--- src/rtl/param_sync_fifo.sv ---
// Parametrised single-clock FIFO with optional first-word-fall-through read,
// almost-full/almost-empty thresholds, occupancy count, flush and sticky error flags.
module param_sync_fifo #(
  parameter int WIDTH    = 8,
  parameter int DEPTH    = 16,
  parameter int FWFT     = 0,
  parameter int AF_LEVEL = DEPTH - 2,
  parameter int AE_LEVEL = 2
) (
  input  logic                     wclk,
  input  logic                     wrst_n,
  input  logic                     fifo_flush,
  input  logic                     fifo_push,
  input  logic [WIDTH-1:0]         fifo_in,
  input  logic                     fifo_pop,
  output logic [WIDTH-1:0]         fifo_out,
  output logic                     fifo_valid,
  output logic                     fifo_full,
  output logic                     fifo_empty,
  output logic                     fifo_almost_full,
  output logic                     fifo_almost_empty,
  output logic [$clog2(DEPTH):0]   fifo_count,
  output logic                     fifo_ovf,
  output logic                     fifo_udf
);

  localparam int AW = $clog2(DEPTH);
  localparam int CW = AW + 1;

  logic [WIDTH-1:0] mem [DEPTH];

  logic [AW-1:0] wr_ptr_reg;
  logic [AW-1:0] rd_ptr_reg;
  logic [CW-1:0] count_reg;
  logic [CW-1:0] count_next;
  logic          full_reg;
  logic          empty_reg;
  logic          af_reg;
  logic          ae_reg;
  logic          ovf_reg;
  logic          udf_reg;
  logic          push_ok;
  logic          pop_ok;

  // A full FIFO still accepts a push when the same edge frees a slot.
  always_comb begin
    pop_ok     = fifo_pop & ~empty_reg;
    push_ok    = fifo_push & (~full_reg | pop_ok);
    count_next = count_reg;
    if (push_ok && !pop_ok) begin
      count_next = count_reg + CW'(1);
    end else if (pop_ok && !push_ok) begin
      count_next = count_reg - CW'(1);
    end
  end

  always_ff @(posedge wclk) begin
    if (wrst_n && !fifo_flush && push_ok) begin
      mem[wr_ptr_reg] <= fifo_in;
    end
  end

  always_ff @(posedge wclk) begin
    if (!wrst_n || fifo_flush) begin
      wr_ptr_reg <= '0;
      rd_ptr_reg <= '0;
      count_reg  <= '0;
      full_reg   <= 1'b0;
      empty_reg  <= 1'b1;
      af_reg     <= 1'b0;
      ae_reg     <= 1'b1;
      ovf_reg    <= 1'b0;
      udf_reg    <= 1'b0;
    end else begin
      if (push_ok) begin
        wr_ptr_reg <= wr_ptr_reg + AW'(1);
      end
      if (pop_ok) begin
        rd_ptr_reg <= rd_ptr_reg + AW'(1);
      end
      count_reg <= count_next;
      full_reg  <= (count_next == CW'(DEPTH));
      empty_reg <= (count_next == '0);
      af_reg    <= (count_next >= CW'(AF_LEVEL));
      ae_reg    <= (count_next <= CW'(AE_LEVEL));
      if (fifo_push && full_reg && !pop_ok) begin
        ovf_reg <= 1'b1;
      end
      if (fifo_pop && empty_reg) begin
        udf_reg <= 1'b1;
      end
    end
  end

  generate
    if (FWFT != 0) begin : g_fwft
      // Head word is shown combinationally; popping advances to the next entry.
      assign fifo_out   = mem[rd_ptr_reg];
      assign fifo_valid = ~empty_reg;
    end else begin : g_std
      logic [WIDTH-1:0] out_reg;
      logic             valid_reg;

      // Flush clears the valid strobe but keeps the last word on the output.
      always_ff @(posedge wclk) begin
        if (!wrst_n) begin
          out_reg   <= '0;
          valid_reg <= 1'b0;
        end else if (fifo_flush) begin
          valid_reg <= 1'b0;
        end else begin
          valid_reg <= pop_ok;
          if (pop_ok) begin
            out_reg <= mem[rd_ptr_reg];
          end
        end
      end

      assign fifo_out   = out_reg;
      assign fifo_valid = valid_reg;
    end
  endgenerate

  assign fifo_full         = full_reg;
  assign fifo_empty        = empty_reg;
  assign fifo_almost_full  = af_reg;
  assign fifo_almost_empty = ae_reg;
  assign fifo_count        = count_reg;
  assign fifo_ovf          = ovf_reg;
  assign fifo_udf          = udf_reg;

endmodule

--- config.mk ---
export PLATFORM = sky130hd
export DESIGN_NAME = param_sync_fifo
export DESIGN_NICKNAME = d
export VERILOG_FILES = /design/src/rtl/param_sync_fifo.sv
export SDC_FILE = /design/constraint.sdc
export NUM_CORES = 1
export LEC_CHECK = 0
export CAP_MARGIN = 15
export CORE_ASPECT_RATIO = 1.1
export CORE_MARGIN = 2
export CORE_UTILIZATION = 56
export DETAILED_ROUTE_END_ITERATION = 8
export DONT_BUFFER_PORTS = 1
export HOLD_SLACK_MARGIN = 0.02
export MAX_ROUTING_LAYER = met4
export PLACE_DENSITY = 0.75
export SYNTH_ARGS = -nofsm -noshare
export SYNTH_HDL_FRONTEND = slang
export SYNTH_SLANG_ARGS = --single-unit
--- constraint.sdc ---
create_clock -name wclk -period 2.84 [get_ports wclk]
set_input_delay 0.852 -clock wclk [delete_from_list [all_inputs] [get_ports wclk]]
set_output_delay 0.852 -clock wclk [all_outputs]
set_load 0.02 [all_outputs]
==> results of run 1 <==
## power groups by stage
stage / Combinational, W / Sequential, W / Clock, W
global placement: 0.0000916 / 0.00255 / 0
detailed placement: 0.0000943 / 0.00256 / 0
global route: 0.000103 / 0.00251 / 0.00224
CTS: 0.0000946 / 0.00251 / 0.00216
floorplan: 0.0000747 / 0.00255 / 0
finish: 0.0000941 / 0.00251 / 0.00212
## metal layers
metal | global-route usage, % | vias up
li1 | - | 1459
met1 | 27.2 | 1641
met2 | 31.6 | 94
met3 | 6.69 | 18
met4 | 9.73 | 0
met5 | - | -
## worst paths after layout
| path | startpoint | end | slack (ns) |
|---|---|---|---|
| min | fifo_in[1] | mem[7][1] | 0.53 |
| max | fifo_count[0] | fifo_full | 0.72 |
| max reg2reg | fifo_count[0] | fifo_full | 0.72 |
| min reg2reg | fifo_out[0] | fifo_out[0] | 0.55 |
## layout by cell type (no fill, tap or decap), types with 2 or more instances in the layout
cell	synthesis	layout
a21oi_1	3	3
nand4_1	2	2
inv_1	5	5
clkbuf_1	10	3
nand2_1	38	38
nand3_1	3	3
ha_1	7	7
mux4_2	32	32
inv_4	0	2
nor3_1	4	4
edfxtp_1	128	128
nor2b_1	4	4
xor2_1	4	4
buf_4	0	19
nand2b_1	5	5
o21ai_0	11	11
nor2_1	28	28
and2_1	5	5
clkbuf_16	0	18
o22ai_1	2	2
xnor2_1	5	5
dfxtp_1	28	27
clkinv_2	0	3
a22oi_1	16	16
## area by class of cell
| type | instances | area [um^2] |
|---|---|---|
| flip-flops and latches | 156 | 4410 |
| fillers | 753 | 3830 |
| multi-input cells | 187 | 1640 |
| clock buffers | 22 | 475 |
| well taps | 147 | 184 |
| repair buffers | 20 | 163 |
| clock inverters | 10 | 86.3 |
| inverters | 6 | 22.5 |
## metrics by stage
step,cells,utilization (%),setup WS (ns),power (W)
finish,548,64.6,0.720,0.00472
global route,548,64.6,0.530,0.00485
CTS,548,64.6,0.713,0.00476
detailed placement,516,59.4,0.481,0.00265
global placement,516,59.4,0.542,0.00265
floorplan,367,-,0.0748,0.00262
## worst max-delay path, cell delays in order, from the launching register on
cell and delay [ns]:
dfxtp_1 0.64, inv_1 0.12, ha_1 0.22, nor4bb_1 0.15, a41oi_1 0.22, xnor2_1 0.17
o21bai_1 0.23, nor4b_1 0.26
## cells by family (layout without fill, tap and decap cells)
family / count (synthesis) / count (layout) / share of synthesized area, %
buf+inv: 24 / 58 / 1.55
mux: 33 / 33 / 11.9
flops: 156 / 156 / 71.7
xor+xnor: 10 / 10 / 1.55
compound gates: 42 / 42 / 4.66
simple gates: 95 / 95 / 7.21
fa+ha+maj: 7 / 7 / 1.43
==> flow_summary.toml, run 1 <==
[finish]
design_area_mm2 = 0.00698
post_route_cells_drive_above_1_share_pct = 21.9
antenna_cells = 0
largest_reg_flops = 128
regMostFlops = "mem"
finish.net_count = 408
area_delta_synth_final_pct = 13.6

[sta]
max-slew-margin-rel_pct = 58.1
fmax_ghz = 0.472
fin_worst_skew_ns = 0.00986
tns_ns = 0
drv_slew = 0
grt_setup_unrepaired = "false"
holdWs_ns = 0.526
period_needed_ns = 2.12
hold_viol = 0
finalSetupViolations = 0
worstMarginPinSlew_ns = 0.628
finalCritPeriodShare_pct = 74.6

[clock_network]
cts-resized-gates = 0
cts_sinks = 156
cts_setup_buffers = 0
cts_tree = "built"
worst_skew_pair.late_latency_ns = 0.42
cts.clk_slew.worst_paths_ns = 0.06
cts_buffer_depth = 2
clock-root-buffer = "clkbuf_16"
cts_buffers = 17
htreeDepth = 4
ctsHoldBuffers = 0

[synthesis]
synth_edf_count = 128
synth_common_cells = "edfxtp_1 (128), nand2_1 (38), mux4_2 (32), dfxtp_1 (28), nor2_1 (28)"
synth_area_mm2 = 0.00614
synth_top_area_share_pct = 62.6
async_flop_share_pct = 0
avgSynthCellArea_um2 = 16.7
yosysWarnings = 0
yosysUniqueCellTypes = 41
synthCells = 367
synth_nets = 387
yosysMostFrequentCell = "edfxtp_1"
yosysTopAreaCell = "edfxtp_1"
seq_area_frac_synth_pct = 71.7
yosys_most_used_dff = "edfxtp_1"
synth_area_leaders = "edfxtp_1 (63%), mux4_2 (12%), dfxtp_1 (9.1%)"
ys_ff_latch = 156

[power_and_ir_drop]
power.switching_w = 0.000916
power.density_mw_per_mm2 = 676
p_int_w = 0.00381
switching_share_pct = 19.4
clock_power_share_pct = 44.9
combinationalPowerShare_pct = 2.0
p_leak_nw = 2.25
p_seq_share_pct = 53.1
ir_worst_vdd_mv = 0.368

[placed_design]
numPortBuffers = 0
gp_congestion = 0.833
dp_hpwl_um = 7190
place_area_mm2 = 0.00642

[setup_path]
crit_type = "flip-flop to flip-flop"
worst_ep_arrival_time_ns = 2.44
reg2regPathDepth = 7
required_ns = 3.16
worstSetupStartpointType = "flip-flop"
worstSetupEndpointType = "flip-flop"
path_max_fanout = 10

[global_route]
grt_pass1_wl_um = 17500
grt_start_max_net_pins = 36
grt_util_all_layers_pct = 21.3
antenna_found_initial = 0
overflow = 0
grt_pass1_vias = 3189

[detailed_routing]
routed_wl_um = 11400
wl_met1_um = 4850
ant_nets = 0
top_layer = "met4"
wl_met3_um = 666
drt_pass1_iterations = 4
drtIter0Drc = 262
vias = 3212
met2WireLength_um = 5500
wire_per_inst_um = 20.7
viasPerCell = 5.86
remaining_drc_errors = 0

[run]
cap_violations = 0

[hold_path]
holdPathStages = 0
hold_path.class = "primary input to flip-flop"

[floorplanning]
dieWidth_um = 104
row_count = 40
start_util_pct = 56.8
ios = 33
die-area_mm2 = 0.0118
die_y_um = 114
core-area_mm2 = 0.0108

[outcome]
outcome = "finished clean"
(Power assumes the default switching activity.)
==> inputs of run 2 (changes only) <==
--- a/config.mk
+++ b/config.mk
@@ -13,7 +13,7 @@
 export DONT_BUFFER_PORTS = 1
 export HOLD_SLACK_MARGIN = 0.02
 export MAX_ROUTING_LAYER = met4
-export PLACE_DENSITY = 0.75
+export PLACE_DENSITY = 0.72
 export SYNTH_ARGS = -nofsm -noshare
 export SYNTH_HDL_FRONTEND = slang
 export SYNTH_SLANG_ARGS = --single-unit
==> constraint.sdc (replaced) <==
create_clock -name wclk -period 2 [get_ports wclk]
set_input_delay 0.6 -clock wclk [delete_from_list [all_inputs] [get_ports wclk]]
set_output_delay 0.6 -clock wclk [all_outputs]
set_load 0.02 [all_outputs]
==> run 2 against run 1 <==
  * Via count up 1.7%
  * Design area up 5.0%
  * Routed wire length up 6.9%
  * Sequential share of layout area down 3.0 points
  * Maximum frequency up 15%
  * Non-clock buffer count up 9
  * Critical path type unchanged
==> flow_summary.toml, run 2 (synthesis results as in run 1) <==
[detailed_routing]
drtIter0Drc = 263
drt_pass1_iterations = 4
remaining_drc_errors = 0
vias = 3268
routed_wl_um = 12100
viasPerCell = 5.87
ant_nets = 0
wire_per_inst_um = 21.8

[global_route]
grt_start_max_net_pins = 36
grt_util_all_layers_pct = 23.1
grt_pass1_vias = 3383
grt_pass1_wl_um = 19000
antenna_found_initial = 0
overflow = 0

[power_and_ir_drop]
ir_worst_vdd_mv = 0.697
p_leak_nw = 2.33
power.density_mw_per_mm2 = 917

[clock_network]
cts_tree = "built"
worst_skew_pair.late_latency_ns = 0.42
cts_setup_buffers = 0
cts_buffers = 17
clock-root-buffer = "clkbuf_16"
cts_sinks = 156
cts.clk_slew.worst_paths_ns = 0.07
ctsHoldBuffers = 0
cts-resized-gates = 0
cts_buffer_depth = 2
htreeDepth = 4

[finish]
instances_no_fill = 557
final_cell_mix = "edfxtp_1 (128), nand2_1 (36), mux4_2 (32), dfxtp_1 (27), clkbuf_16 (17)"
largest_reg_flops = 128
utilization_pct = 67.8
finish.net_count = 417
fillers = 723
regMostFlops = "mem"
area_delta_synth_final_pct = 19.3
post_route_cells_drive_above_1_share_pct = 29.3
layout_commonest_cell = "edfxtp_1"
antenna_cells = 0

[sta]
hold_viol = 0
finalSetupViolations = 0
fin_worst_skew_ns = 0.00784
fmax_ghz = 0.541
grt_setup_unrepaired = "false"
tns_ns = 0
worstMarginPinSlew_ns = 0.536
max-slew-margin-rel_pct = 64.2
period_needed_ns = 1.85
drv_slew = 0
finalCritPeriodShare_pct = 92.4

[floorplanning]
dieWidth_um = 104
ios = 33
core-area_mm2 = 0.0108
die_y_um = 114
start_util_pct = 56.8
die-area_mm2 = 0.0118
row_count = 40

[run]
cap_violations = 0

[setup_path]
worstPathCellList = "buf_12 > mux4_2 > a22oi_1 > nand2_1 > nand2_1 > o21ai_0"
cp_slowest_stage_delay_ns = 0.51
required_ns = 2.29
cp_top_family = "multiplexers"
crit_type = "flip-flop to flip-flop"
worstSetupStartpointType = "flip-flop"
worstSetupEndpointType = "flip-flop"
worst_ep_arrival_time_ns = 2.14
path_max_fanout = 16
cp_num_buf_inv = 1
cp_slowest_cell = "mux4_2"
crit_path_frequent_cell = "nand2_1"

[placed_design]
numPortBuffers = 0
dp_cells = 525
gp_congestion = 0.850
dp_hpwl_um = 7680

[outcome]
outcome = "finished clean"

[hold_path]
hold_path.class = "primary input to flip-flop"
-- run 2: cell count changes in the layout (fill, tap and decap cells not counted), sizes merged --
cell | previous run | this run
buf | 20 | 29
clkbuf | 22 | 17
inv | 9 | 13
clkinvlp | 1 | 3
bufinv | 1 | 0
-- run 2: worst reg2reg max path: stages, from the launching register on --
cell and delay, ns:
dfxtp_2 0.41, buf_12 0.21, mux4_2 0.52, a22oi_1 0.34
nand2_1 0.10, nand2_1 0.07, o21ai_0 0.07
-- run 2: through the flow --
stage               setup slack [ns]  instance area (um^2)  power (W)  hold slack [ns]
CTS                            0.152                  7330    0.00677            0.256
floorplan                    -0.0156                  6270    0.00374            0.528
finish                         0.152                  7330    0.00672            0.273
detailed placement           -0.0312                  6770    0.00379            0.554
global placement              0.0827                  6770    0.00378            0.544
global route                0.000327                  7330    0.00692            0.252
-- run 2: final timing paths --
path                                    start          end  slack, ns  cells after the start
worst max-delay path            rd_ptr_reg[0]  fifo_out[5]       0.15                      6
worst min-delay path               fifo_in[2]    mem[8][2]       0.27                      0
worst min register to register    fifo_out[0]  fifo_out[0]       0.56                      2
worst max register to register  rd_ptr_reg[0]  fifo_out[5]       0.15                      6
-- run 2: final cells by class --
cell class,instances,area (um^2),area share [%]
Clock buffer,17,425,5.80
Clock inverter,15,136,1.86
Inverter,6,22.5,0.307
Multi-Input combinational cell,187,1770,24.1
Sequential cell,156,4410,60.1
Tap cell,147,184,2.51
Timing Repair Buffer,29,393,5.36
-- run 2: per-layer routing --
layer | routed length, um | track usage [%] | up-vias
met5 | 0 | - | -
met4 | 209 | 9.46 | 0
li1 | - | - | 1482
met1 | 4990 | 29.5 | 1651
met2 | 6270 | 36.5 | 118
met3 | 674 | 5.26 | 17
-- run 2: report_power, final --
group	switching (W)	internal [W]
Combinational	0.0000913	0.0000796
Clock	0.00137	0.00164
Sequential	0.0000195	0.00353
Total	0.00148	0.00524
